===== config.mk =====
export PLATFORM = sky130hd
export DESIGN_NAME = serial_subtractor
export DESIGN_NICKNAME = d
export VERILOG_FILES = /design/src/rtl/serial_subtractor.sv
export SDC_FILE = /design/constraint.sdc
export NUM_CORES = 1
export LEC_CHECK = 0
export ABC_AREA = 1
export CAP_MARGIN = 20
export CORE_UTILIZATION = 55
export DETAILED_ROUTE_END_ITERATION = 8
export PLACE_DENSITY = 0.92
export SYNTH_ARGS = -nofsm -noshare
export SYNTH_HDL_FRONTEND = slang
export SYNTH_SLANG_ARGS = --single-unit

===== constraint.sdc =====
create_clock -name clk -period 2.6 [get_ports clk]
set_input_delay 0.52 -clock clk [delete_from_list [all_inputs] [get_ports clk]]
set_output_delay 0.52 -clock clk [all_outputs]
set_load 0.01 [all_outputs]

===== src/rtl/serial_subtractor.sv =====
// Bit-serial subtractor: computes a - b LSB first through one full-subtractor cell
// with a registered borrow, behind valid/ready handshakes on both sides.
module serial_subtractor #(
    parameter int unsigned WIDTH = 8
) (
    input  logic             clk,
    input  logic             rst,
    input  logic             in_valid,
    output logic             in_ready,
    input  logic [WIDTH-1:0] a,
    input  logic [WIDTH-1:0] b,
    output logic             out_valid,
    input  logic             out_ready,
    output logic [WIDTH-1:0] diff,
    output logic             borrow_out,
    output logic             overflow
);

    localparam int unsigned CNT_W    = (WIDTH > 1) ? $clog2(WIDTH) : 1;
    localparam int unsigned LAST_BIT = WIDTH - 1;

    typedef enum logic [1:0] {
        S_IDLE = 2'd0,
        S_BUSY = 2'd1,
        S_DONE = 2'd2
    } state_e;

    state_e             state_q,     state_d;
    logic [CNT_W-1:0]   cnt_q,       cnt_d;
    logic [WIDTH-1:0]   a_sr_q,      a_sr_d;
    logic [WIDTH-1:0]   b_sr_q,      b_sr_d;
    logic [WIDTH-1:0]   r_q,         r_d;
    logic               brw_q,       brw_d;
    logic               a_msb_q,     a_msb_d;
    logic               b_msb_q,     b_msb_d;
    logic               out_valid_q, out_valid_d;
    logic [WIDTH-1:0]   diff_q,      diff_d;
    logic               borrow_q,    borrow_d;
    logic               ovf_q,       ovf_d;

    logic               bit_a;
    logic               bit_b;
    logic               d_bit;
    logic               brw_nxt;
    logic               last_bit;

    // Full-subtractor cell on the current LSBs.
    assign bit_a    = a_sr_q[0];
    assign bit_b    = b_sr_q[0];
    assign d_bit    = bit_a ^ bit_b ^ brw_q;
    assign brw_nxt  = (~bit_a & bit_b) | (~(bit_a ^ bit_b) & brw_q);
    assign last_bit = (cnt_q == CNT_W'(LAST_BIT));

    // Acceptance is blocked in the same cycle reset is asserted.
    assign in_ready   = (state_q == S_IDLE) && !rst;
    assign out_valid  = out_valid_q;
    assign diff       = diff_q;
    assign borrow_out = borrow_q;
    assign overflow   = ovf_q;

    always_ff @(posedge clk) begin
        if (rst) begin
            state_q     <= S_IDLE;
            cnt_q       <= '0;
            a_sr_q      <= '0;
            b_sr_q      <= '0;
            r_q         <= '0;
            brw_q       <= 1'b0;
            a_msb_q     <= 1'b0;
            b_msb_q     <= 1'b0;
            out_valid_q <= 1'b0;
            diff_q      <= '0;
            borrow_q    <= 1'b0;
            ovf_q       <= 1'b0;
        end else begin
            state_q     <= state_d;
            cnt_q       <= cnt_d;
            a_sr_q      <= a_sr_d;
            b_sr_q      <= b_sr_d;
            r_q         <= r_d;
            brw_q       <= brw_d;
            a_msb_q     <= a_msb_d;
            b_msb_q     <= b_msb_d;
            out_valid_q <= out_valid_d;
            diff_q      <= diff_d;
            borrow_q    <= borrow_d;
            ovf_q       <= ovf_d;
        end
    end

    always_comb begin
        state_d     = state_q;
        cnt_d       = cnt_q;
        a_sr_d      = a_sr_q;
        b_sr_d      = b_sr_q;
        r_d         = r_q;
        brw_d       = brw_q;
        a_msb_d     = a_msb_q;
        b_msb_d     = b_msb_q;
        out_valid_d = out_valid_q;
        diff_d      = diff_q;
        borrow_d    = borrow_q;
        ovf_d       = ovf_q;

        case (state_q)
            S_IDLE: begin
                if (in_valid) begin
                    a_sr_d  = a;
                    b_sr_d  = b;
                    a_msb_d = a[WIDTH-1];
                    b_msb_d = b[WIDTH-1];
                    brw_d   = 1'b0;
                    cnt_d   = '0;
                    state_d = S_BUSY;
                end
            end
            S_BUSY: begin
                a_sr_d = a_sr_q >> 1;
                b_sr_d = b_sr_q >> 1;
                // Result fills from the top; written as a shift-or so WIDTH=1 needs no slice.
                r_d    = (r_q >> 1) | (WIDTH'(d_bit) << LAST_BIT);
                brw_d  = brw_nxt;
                cnt_d  = cnt_q + CNT_W'(1);
                if (last_bit) begin
                    // The bit produced now is the result MSB.
                    diff_d      = (r_q >> 1) | (WIDTH'(d_bit) << LAST_BIT);
                    borrow_d    = brw_nxt;
                    ovf_d       = (a_msb_q ^ b_msb_q) & (a_msb_q ^ d_bit);
                    out_valid_d = 1'b1;
                    cnt_d       = '0;
                    state_d     = S_DONE;
                end
            end
            S_DONE: begin
                if (out_ready) begin
                    out_valid_d = 1'b0;
                    state_d     = S_IDLE;
                end
            end
            default: begin
                out_valid_d = 1'b0;
                state_d     = S_IDLE;
            end
        endcase
    end

endmodule


==> results.tsv <==
metric	value	unit
Rows	21	
DR pass1 iterations	4	
max cap viols	0	
fillcell total	286	
Total GRT Usage	0.211	
Mean Syn Cell Area	7.00	sq um
reg2reg setup slack	1.13	ns
#FFs+latches synth	42	
Initial Util	0.574	
Hold Path Depth	2	
Hold Crit Start	diff[5]	
Die X	61.3	um
most frequent cells in the layout	nand2_1, nor2_1, dfxtp_1	
Synth top area share	0.435	
pre-CTS setup slack	0.416	ns
Synth area leader	dfxtp_1	
worst reg2reg path endpoint	a_sr_q[2]	
Post-DP HPWL	2500	um
CP endpoint kind	primary output	
final setup TNS	0	ns
Synth cell types	22	
Post-Route WL	3690	um
count of input and output buffers	31	
first-pass GRT wire length	5870	um
final clock skew	0.00742	ns
reg2reg start	state_q[0]	
syn_nets	299	
async set or reset register ratio after synthesis	0	
Sink Count	42	
Skew-Pair Late Insertion Delay	0.35	ns
clock transition at the registers of the reported paths	0.11	ns
register area share after synthesis	0.435	
I/O pin total	32	
RSZ-0062 raised after global routing	no	
Synth area leaders	dfxtp_1, nand2_1, nor2_1	
most used flip-flop cell after synthesis	dfxtp_1	
cts hold-fix bufs	0	
Cells after Synth	276	
Final Hold Vio Count	0	
CTS root buffer	clkbuf_4	
Residual DRC	0	
ANT cells	0	
kind of critical path	input pin to primary output	
startpoint types	input pin	
pin count of the biggest net entering global routing	23	
Pins Over Slew Limit	0	
final net count	326	
Core ar.	3360	sq um
die area	3750	sq um
Data required, critical path	2.08	ns
most used cell, CP	clkdlybuf4s50_1	
CP delay by family, top	buffers and inverters	
Worst-Margin Slew	0.642	ns
Max Freq	462	MHz
antenna violations before repair	0	
Area after DPL	2230	sq um
Critical-path top delay cell	clkdlybuf4s50_1	
Tcrit/Tclk final	0.832	
share of cells above drive strength 1	0.0757	
CTS H-Tree Depth	2	
DR iter-0 viols	161	
post-cts resize count	0	
Post-CTS Repair Setup Buffers	0	
Worst R2R Path Depth	6	
Multi-input gate area	890	sq um
gpl congestion	0.765	
area of the mapped netlist	1930	sq um
IR drop worst, VDD	0.407	mV
total CTS buffers	5	
Avg WL per Cell	10.5	um
CTS tree	built	
EDFF count, synth	0	
Layout area overhead	19.4	%
slew margin rel.	0.571	
total power	1.31	mW
post-route antenna net violation count	0	
vias in the first global route	1459	
status	finished, final reports clean	
Design Area, Final	2310	sq um
Worst EP arrival	1.64	ns
Syn. warnings	0	
setup ws final	0.436	ns
worst-case hold path end point	diff[5]	
Max clock buf depth	2	
Max stage delay on crit path	0.56	ns
Bufs and invs on worst path	2	
via/cell ratio	4.85	
total grt overflow	0	
min cycle time layout	2.16	ns
crit-path max FO	2	
commonest non-fill, non-tap cell in the layout	nand2_1	
area occupied by registers	841	sq um
pwr/cell area	566	nW/um^2
crit-path cells	clkdlybuf4s50_1, nor3_1, clkdlybuf4s50_1	
P_leak	0.988	nW
Die Span Y	61.3	um
DR vias	1699	
Final setup viols	0	
HP Class	flip-flop to flip-flop	
==> synth_stat cells (3+ instances only) <==
master    instances
nand2_1          91
nor2_1           47
dfxtp_1          42
inv_1            22
a21oi_1          18
nand3_1          18
o21ai_0           7
buf_6             5
buf_4             4
clkbuf_1          4
a21oi_2           3
==> metrics by stage <==
step           hold slack (ns)  cells   util
2_1_floorplan            0.439    276      -
6_report                 0.473    350  0.686
3_5_place_dp             0.456    342  0.663
3_3_place_gp             0.447    342  0.663
4_1_cts                  0.474    350  0.686
5_1_grt                  0.492    350  0.686
==> logic make-up after synthesis <==
family,count (synthesis),share of synthesized area
AO/OA/AOI/OAI,29,0.0868
adder cells (fa/ha/maj),3,0.0233
flip-flops,42,0.435
AND/OR/NAND/NOR,164,0.350
buffers and inverters,38,0.104
==> worst max path at each step <==
stage               start  endpoint  slack, ns  depth (start not counted)
2_1_floorplan  state_q[0]  in_ready       1.10                          3
4_1_cts               rst  in_ready       0.42                          3
6_report              rst  in_ready       0.44                          3
5_1_grt               rst  in_ready       0.33                          3
3_5_place_dp          rst  in_ready       0.42                          3
3_3_place_gp          rst  in_ready       0.46                          3
==> area by class of cell <==
| cell class | instances | share of cell area |
|---|---|---|
| inverters | 24 | 0.0412 |
| well taps | 46 | 0.0250 |
| multi-input cells | 196 | 0.386 |
| clock inverters | 3 | 0.0174 |
| flip-flops and latches | 42 | 0.365 |
| clock buffers | 5 | 0.0163 |
| repair buffers | 34 | 0.150 |
==> metal layers <==
layer / vias up / track usage / part of all wire
met5: - / 0 / 0
met4: 0 / 0.0649 / 0.012
met3: 6 / 0.0630 / 0.043
met2: 32 / 0.363 / 0.48
met1: 756 / 0.254 / 0.46
li1: 905 / - / -
==> power breakdown <==
part / switching [mW] / internal, mW / total, mW
Clock: 0.204 / 0.199 / 0.403
Combinational: 0.114 / 0.0865 / 0.200
Sequential: 0.0205 / 0.681 / 0.702
Total: 0.338 / 0.967 / 1.31
==> sequential cells by signal, indices dropped and copies added, names as in the netlist <==
| register | cells |
|---|---|
| b_msb_q | 1 |
| b_sr_q | 8 |
| a_sr_q | 8 |
| out_valid | 1 |
| state_q | 2 |
| brw_q | 1 |
| cnt_q | 3 |
| borrow_out | 1 |
| diff | 8 |
| overflow | 1 |
| r_q | 7 |
| a_msb_q | 1 |
==> tightest hold or removal path, delay by kind of cell, from the launching register on <==
kind,cells,cell delay (ns)
AO/OA/AOI/OAI,1,0.05
flip-flops,1,0.33
AND/OR/NAND/NOR,1,0.06
(Power assumes the default switching activity.)
